==> src/rtl/pipe_stage_reg.sv <==
// pipe_stage_reg: parametrised pipeline-boundary register.
// Carries a packed payload plus a sticky side field between two stages.
// It also provides a payload valid bit, an exception flush, a configurable
// position in the global stall vector, and a saturating bubble counter.
module pipe_stage_reg #(
   parameter int                DATA_W       = 32,
   parameter int                KEEP_W       = 1,
   parameter int                STALL_W      = 6,
   parameter int                STAGE        = 2,
   parameter logic [DATA_W-1:0] BUBBLE_VAL   = '0,
   parameter bit                ZERO_INVALID = 1'b1,
   parameter int                CNT_W        = 16
) (
   input  logic               clk,
   input  logic               rst_n,
   input  logic [STALL_W-1:0] stall,
   input  logic               flush,
   input  logic               in_valid,
   input  logic [DATA_W-1:0]  in_data,
   input  logic [KEEP_W-1:0]  in_keep,
   input  logic               cnt_clr,
   output logic               out_valid,
   output logic [DATA_W-1:0]  out_data,
   output logic [KEEP_W-1:0]  out_keep,
   output logic [CNT_W-1:0]   bubble_cnt
);

   // Stage-local stall decode. The last stage has no downstream stage, so
   // its downstream stall always reads as NoStop.
   logic w_s_up;
   logic w_s_dn;

   assign w_s_up = stall[STAGE];

   generate
      if (STAGE == STALL_W - 1) begin : g_top_stage
         assign w_s_dn = 1'b0;
      end else begin : g_mid_stage
         assign w_s_dn = stall[STAGE+1];
      end
   endgenerate

   // A bubble occurs when upstream is stalled and downstream is not.
   // Flush overrides the bubble, so a flush cycle is never counted.
   logic w_bubble;
   assign w_bubble = !flush && w_s_up && !w_s_dn;

   logic              r_valid;
   logic [DATA_W-1:0] r_data;
   logic [KEEP_W-1:0] r_keep;
   logic [CNT_W-1:0]  r_cnt;

   logic              w_nxt_valid;
   logic [DATA_W-1:0] w_nxt_data;
   logic [KEEP_W-1:0] w_nxt_keep;
   logic [CNT_W-1:0]  w_nxt_cnt;
   logic              w_cnt_sat;

   // Next payload state, by priority: flush, bubble, load, then hold.
   // The load branch also absorbs a non-monotonic stall vector, where the
   // upstream stage runs but the downstream stage is stalled.
   always_comb begin
      w_nxt_valid = r_valid;
      w_nxt_data  = r_data;
      w_nxt_keep  = r_keep;
      if (flush) begin
         w_nxt_valid = 1'b0;
         w_nxt_data  = BUBBLE_VAL;
         w_nxt_keep  = '0;
      end else if (w_s_up && !w_s_dn) begin
         // The sticky field deliberately survives the bubble.
         w_nxt_valid = 1'b0;
         w_nxt_data  = BUBBLE_VAL;
      end else if (!w_s_up) begin
         w_nxt_valid = in_valid;
         w_nxt_keep  = in_keep;
         if (!in_valid && ZERO_INVALID)
            w_nxt_data = BUBBLE_VAL;
         else
            w_nxt_data = in_data;
      end
   end

   // Next counter value. A clear wins over an increment in the same cycle,
   // and the count sticks at all-ones instead of wrapping.
   assign w_cnt_sat = &r_cnt;

   always_comb begin
      w_nxt_cnt = r_cnt;
      if (cnt_clr)
         w_nxt_cnt = '0;
      else if (w_bubble && !w_cnt_sat)
         w_nxt_cnt = r_cnt + CNT_W'(1);
   end

   // Payload registers, with reset to the bubble encoding.
   always_ff @(posedge clk or negedge rst_n) begin
      if (!rst_n) begin
         r_valid <= 1'b0;
         r_data  <= BUBBLE_VAL;
         r_keep  <= '0;
      end else begin
         r_valid <= w_nxt_valid;
         r_data  <= w_nxt_data;
         r_keep  <= w_nxt_keep;
      end
   end

   // Bubble counter register.
   always_ff @(posedge clk or negedge rst_n) begin
      if (!rst_n) r_cnt <= '0;
      else        r_cnt <= w_nxt_cnt;
   end

   assign out_valid  = r_valid;
   assign out_data   = r_data;
   assign out_keep   = r_keep;
   assign bubble_cnt = r_cnt;

endmodule

==> config.mk <==
export PLATFORM = sky130hd
export DESIGN_NAME = pipe_stage_reg
export DESIGN_NICKNAME = d
export VERILOG_FILES = /design/src/rtl/pipe_stage_reg.sv
export SDC_FILE = /design/constraint.sdc
export NUM_CORES = 1
export LEC_CHECK = 0
export ABC_AREA = 1
export BUFFER_PORTS_ARGS = -buffer_cell sky130_fd_sc_hd__buf_4
export CAP_MARGIN = 0
export CORE_MARGIN = 2
export CORE_UTILIZATION = 52
export DETAILED_ROUTE_END_ITERATION = 16
export GPL_TIMING_DRIVEN = 0
export PLACE_DENSITY = 0.83
export SLEW_MARGIN = 20
export SYNTH_ARGS = -nofsm -noshare
export SYNTH_HDL_FRONTEND = slang
export SYNTH_SLANG_ARGS = --single-unit
==> constraint.sdc <==
create_clock -name clk -period 3.2 [get_ports clk]
set_input_delay 0.64 -clock clk [delete_from_list [all_inputs] [get_ports clk]]
set_output_delay 0.64 -clock clk [all_outputs]
set_load 0.005 [all_outputs]
; After elaboration in Yosys (flattened, before gate mapping)
; Index checks and enable logic that the tools add are counted.
[totals]
word_cells = 30
mem_count = 0
ram_bits = 0
latch_bits = 0
rom_bits = 0
reg_bits = 50
[op_classes]
bitwise = 0
multipliers = 0
eq_ne = 3
shift = 0
div_mod_pow = 0
reduce_logical = 10
n_addsub = 1
muxes = 12
order_cmp = 0
[ops]
columns = op, count
row1 = $mux 32, 4
row2 = $mux 16, 2
row3 = $add 16x1->16 const B, 1
row4 = $reduce_and 16->1, 1
row5 = $mux 1, 6
row6 = $logic_and 1x1->1, 4
row7 = $logic_not 1->1, 3
row8 = $ne 3x1->1 const B, 1
row9 = $ne 2x1->1 const B, 1
row10 = $ne 2x2->1 const B, 1
row11 = $reduce_and 2->1, 1
row12 = $reduce_bool 2->1, 1

; Logic depth before layout (Yosys ltp)
[depth]
ltp_word = 6
ltp_mapped = 10
depth_no_buf = 9

; Worst setup path before layout
; Ideal clock, no wire load.
[synth_timing]
kind = input to register
from = input port stall[3]
to = register r_cnt[2] (netlist: bubble_cnt[2])
setup_slack_ns = 1.561
t_arrival_ns = 1.518
setup_time_ns = 0.121
cell_stages = 8
cell_sequence = clkbuf_1 > nor2_1 > inv_2 > o21ai_4 > inv_4 > buf_6 > nand2_1 > nand2_1
[synth_via]
elab_chain_cells = 4
[synth_lines]
columns = element, line_no
row1 = start: declaration, 16  ; input logic [STALL_W-1:0] stall,
row2 = $logic_not 1->1, 46  ; assign w_bubble = !flush && w_s_up && !w_s_dn;
row3 = $logic_and 1x1->1, 46
row4 = $logic_and 1x1->1, 92  ; else if (w_bubble && !w_cnt_sat)
row5 = $reduce_bool 2->1 (no line), n/a
row6 = end signal: assignment, 112  ; else r_cnt <= w_nxt_cnt;
row7 = end: declaration, 51  ; logic [CNT_W-1:0] r_cnt;
; Every way passes these cells.
; A chain may end at the register's enable or synchronous reset.

; Worst setup path after layout
[layout_timing]
from = register r_cnt[0] (netlist: bubble_cnt[0])
to = register r_cnt[2] (netlist: bubble_cnt[2])
[layout_via]
elab_chain_cells = 4
elab_cells_between_ends = 7
[layout_lines]
columns = element
row1 = branches (longest 4 deep; another with $add 16x1->16)
; Several ways; the timed one is not identified. The select of a mux whose other input is x is not followed.

==> tab_implementation.tex <==
\begin{tabular}{lr}
\hline
Metric & Value \\
\hline
\multicolumn{2}{l}{\textbf{Floorplan}} \\
Number of placed I/O pins & 94 \\
Die footprint & 5190 um2 \\
Std-Cell Core Area & $\sim$4400 um2 \\
Initial Utilization & 54.54\% \\
Die span in x & between 70 and 80 um \\
DIE HEIGHT & 72.04 um \\
Placement row count & 24 \\
\multicolumn{2}{l}{\textbf{Yosys}} \\
Most numerous cell in the Yosys netlist & sky130\_fd\_sc\_hd\_\_nand2\_1 \\
Total of warnings raised by yosys & 0 \\
Most instantiated cells after synthesis & sky130\_fd\_sc\_hd\_\_nand2\_1, sky130\_fd\_sc\_hd\_\_nand3\_1, sky130\_fd\_sc\_hd\_\_dfrtp\_1, sky130\_fd\_sc\_hd\_\_nor2\_1, sky130\_fd\_sc\_hd\_\_clkbuf\_1 \\
Flops \& latches, synth & 50 \\
Mapped Nets & 344 \\
Number of synthesized flops with an enable pin & 0 \\
Proportion of register bits with asynchronous set or reset after synthesis & 100.0\% \\
Netlist cell types & 24 \\
Cells taking the most area after synthesis & sky130\_fd\_sc\_hd\_\_dfrtp\_1, sky130\_fd\_sc\_hd\_\_nand3\_1, sky130\_fd\_sc\_hd\_\_nand2\_1, sky130\_fd\_sc\_hd\_\_nor2\_1, sky130\_fd\_sc\_hd\_\_nand4\_1 \\
Most frequently used flop master after synthesis & sky130\_fd\_sc\_hd\_\_dfrtp\_1 \\
Largest area contributor in the netlist & sky130\_fd\_sc\_hd\_\_dfrtp\_1 \\
Mapped Area & 2407 um2 \\
Number of standard cells after synthesis & around 300 \\
Mean instance size in the synthesized netlist & 8.051 um2 \\
Share of synthesized area occupied by flip-flops and latches & 51.98\% \\
Fraction of synthesized cell area taken by the top area cell type & 51.98\% \\
\multicolumn{2}{l}{\textbf{Timing}} \\
Final Hold Vio Count & 0 \\
Setup clock skew after layout & between 0.009 and 0.01 ns \\
Min Clock Period, post-route & roughly 1.9 ns \\
Period utilisation layout & 58.41\% \\
Measured slew at the worst slew-check pin & roughly 0.67 ns \\
Final Max Slew Viols & 0 \\
F\_max & around 0.53 GHz \\
Relative slew margins & between 50\% and 60\% \\
Minimum hold slack & 0.3409 ns \\
\# setup viols final & 0 \\
Post-route worst setup slack & 1.331 ns \\
TNS Setup & 0 ns \\
RSZ-0062 raised after global routing & false \\
\multicolumn{2}{l}{\textbf{Power and ir drop}} \\
Max IR drop VDD & approximately 0.24 mV \\
Internal & 0.8630 mW \\
Pwr Total & 1.161 mW \\
Combinational fraction of design power & about an eighth \\
Net load switching power & about 0.30 mW \\
Fraction of power consumed by sequential logic & 56.5\% \\
Net switching share of the total power & 25.67\% \\
Pwr per Cell Area & 362.3 nW/um2 \\
Power share of the clock group & 31.9\% \\
Leakage & about 1.7 nW \\
\multicolumn{2}{l}{\textbf{Drt}} \\
Vias per std cell & 5.366 \\
First DRT Iteration DRCs & 217 \\
Number of nets with antenna violations after routing & 0 \\
Average wire per cell in the routed design & 13.67 um \\
Routed wire length & 6081 um \\
Number of detailed-route iterations in the first pass & 4 \\
Total DRC errors in the routed layout & 0 \\
Via count of the routed design & $\sim$2400 \\
\multicolumn{2}{l}{\textbf{Clocking}} \\
Clk buf depth & 2 \\
Post\_cts resized & 0 \\
Count of clock tree sinks & 50 \\
TritonCTS buffer count & 5 \\
Library cell used as clock root buffer & sky130\_fd\_sc\_hd\_\_clkbuf\_8 \\
TritonCTS clock tree & built \\
Post-CTS setup buffer count & 0 \\
Maximum level of the CTS H-tree & 2 \\
Clock transition at path regs & 0.08 ns \\
Cts hold-fix bufs & 0 \\
Clock insertion delay at the later pin of the skew report & around 0.31 ns \\
\multicolumn{2}{l}{\textbf{Global routing}} \\
Total congestion overflow after global routing & 0 \\
Pin count of the biggest net entering global routing & slightly above 50 \\
Vias in the first global route & 2204 \\
Total routing usage reported by global routing & 24.65\% \\
Antenna violations before repair & 0 \\
Global-route wire length before repair & 10060 um \\
\multicolumn{2}{l}{\textbf{Critical path}} \\
Element type at the critical path end & flop \\
Setup Crit Path Kind & reg2reg \\
Startpoint type of the worst setup path & flop \\
Worst-path fanout max & 9 \\
Worst path cell trace & ha\_1 -> nand2\_2 -> nor2\_4 -> nand2\_2 -> nor2\_4 -> nor2\_1 -> o211ai\_1 -> nand2\_1 \\
Worst path max stage delay & 0.51 ns \\
Critical path's slowest cell & sky130\_fd\_sc\_hd\_\_nor2\_1 \\
Required time at the endpoint of the critical path & 3.44 ns \\
Arrival time worst endpoint & roughly 2.1 ns \\
\multicolumn{2}{l}{\textbf{Run status}} \\
Result of the run & finished, final reports clean \\
\multicolumn{2}{l}{\textbf{Final layout}} \\
Layout cells sized above 1 & 27.48\% \\
Number of antenna repair diodes & 0 \\
Growth of design area from synthesis to finish & 33.11\% \\
Final cell count without fillers & 445 \\
Cell area after layout & 3204 um2 \\
Final Net Count & 437 \\
Multi-input combinational cell area & a little over 1000 um2 \\
Core occupancy in the finished layout & 72.59\% \\
Register area & about 1300 um2 \\
Count of fill cells added during filler insertion & 359 \\
\multicolumn{2}{l}{\textbf{Placed design}} \\
Placement Setup Slack & 1.215 ns \\
Post-place instance area & around 3100 um2 \\
Cell total after placement & around 440 \\
Half-perimeter wire length after detailed placement & approximately 4300 um \\
Routability Congestion & 0.8278 \\
\# port buffers & 86 \\
\multicolumn{2}{l}{\textbf{Hold path}} \\
HP Class & in2async \\
\multicolumn{2}{l}{\textbf{Job}} \\
Max-capacitance violation count & 0 \\
\hline
\end{tabular}
==> worst max-delay path, delay by kind of cell, from the launching register on <==
| kind | cells | cell delay [ns] |
|---|---|---|
| AO/OA/AOI/OAI | 1 | 0.17 |
| adder cells (fa/ha/maj) | 1 | 0.26 |
| flip-flops | 1 | 0.42 |
| AND/OR/NAND/NOR | 6 | 0.95 |
==> cells by family (layout without fill, tap and decap cells) <==
family	Yosys count	count (layout)	share of synthesized area (%)
xor gates and xnor gates	3	3	1.092
AOI/OAI and AO/OA	13	13	3.639
buffers and inverters	30	124	5.094
and+or+nand+nor	202	202	37.68
adders and majority gates	1	1	0.5197
DFF	50	50	51.98
==> flip-flops by register name, summed over array words and instances, names as in the netlist <==
name and cells:
bubble_cnt 16, out_data 32, out_valid 1, out_keep 1
==> routing by layer <==
layer	up-vias	global-route usage (%)	wire length, um
met1	1120	32.54	2721
met2	81	38.27	2879
met5	-	0	0
met3	12	6.250	326
li1	1175	-	-
met4	0	11.74	152
==> final timing paths <==
kind / slack (ns) / cells after the start / endpoint / start
max reg2reg: 1.33 / 8 / bubble_cnt[2] / bubble_cnt[0]
max: 1.33 / 8 / bubble_cnt[2] / bubble_cnt[0]
min in group clk: 0.52 / 2 / out_data[13] / out_data[13]
min: 0.34 / 1 / out_data[2] / rst_n
max in group asynchronous: 2.45 / 1 / bubble_cnt[15] / rst_n
min reg2reg: 0.52 / 2 / out_data[13] / out_data[13]
==> area by class of cell <==
| class | count | share of cell area (%) |
|---|---|---|
| Sequential cell | 50 | 39.05 |
| Multi-Input combinational cell | 219 | 32.25 |
| Buffer | 16 | 2.109 |
| Clock inverter | 2 | 0.4295 |
| Inverter | 14 | 1.718 |
| Tap cell | 52 | 2.030 |
| Timing Repair Buffer | 86 | 20.15 |
| Clock buffer | 6 | 2.265 |
==> cells in the final DEF (no fill, tap or decap) <==
master                     instances
sky130_fd_sc_hd__nor2_2            2
sky130_fd_sc_hd__o21ai_1           1
sky130_fd_sc_hd__nor2_1           19
sky130_fd_sc_hd__dfrtp_1          50
sky130_fd_sc_hd__nand2_2           2
sky130_fd_sc_hd__inv_1             8
sky130_fd_sc_hd__xor2_1            3
sky130_fd_sc_hd__nand4_1           7
sky130_fd_sc_hd__buf_6             1
sky130_fd_sc_hd__or2_2             1
sky130_fd_sc_hd__inv_4             1
sky130_fd_sc_hd__clkbuf_8          5
sky130_fd_sc_hd__clkbuf_1         11
sky130_fd_sc_hd__a32o_1            1
sky130_fd_sc_hd__nor2_4            2
sky130_fd_sc_hd__a21oi_1           6
sky130_fd_sc_hd__o211ai_1          1
sky130_fd_sc_hd__clkinv_2          1
sky130_fd_sc_hd__a22o_1            1
sky130_fd_sc_hd__inv_2             5
sky130_fd_sc_hd__clkinv_4          1
sky130_fd_sc_hd__nand2_1          86
sky130_fd_sc_hd__buf_1             5
sky130_fd_sc_hd__o21ai_4           1
sky130_fd_sc_hd__o21ai_0           2
sky130_fd_sc_hd__ha_1              1
sky130_fd_sc_hd__nand3_1          83
sky130_fd_sc_hd__buf_4            86
==> power groups by stage <==
stage | Sequential [mW] | Combinational, mW | Clock (mW)
after global placement | 0.667 | 0.135 | 0
after detailed placement | 0.667 | 0.138 | 0
final | 0.656 | 0.136 | 0.370
after CTS | 0.655 | 0.137 | 0.371
after global routing | 0.657 | 0.151 | 0.398
after floorplan | 0.668 | 0.0502 | 0
(Power assumes the default switching activity.)
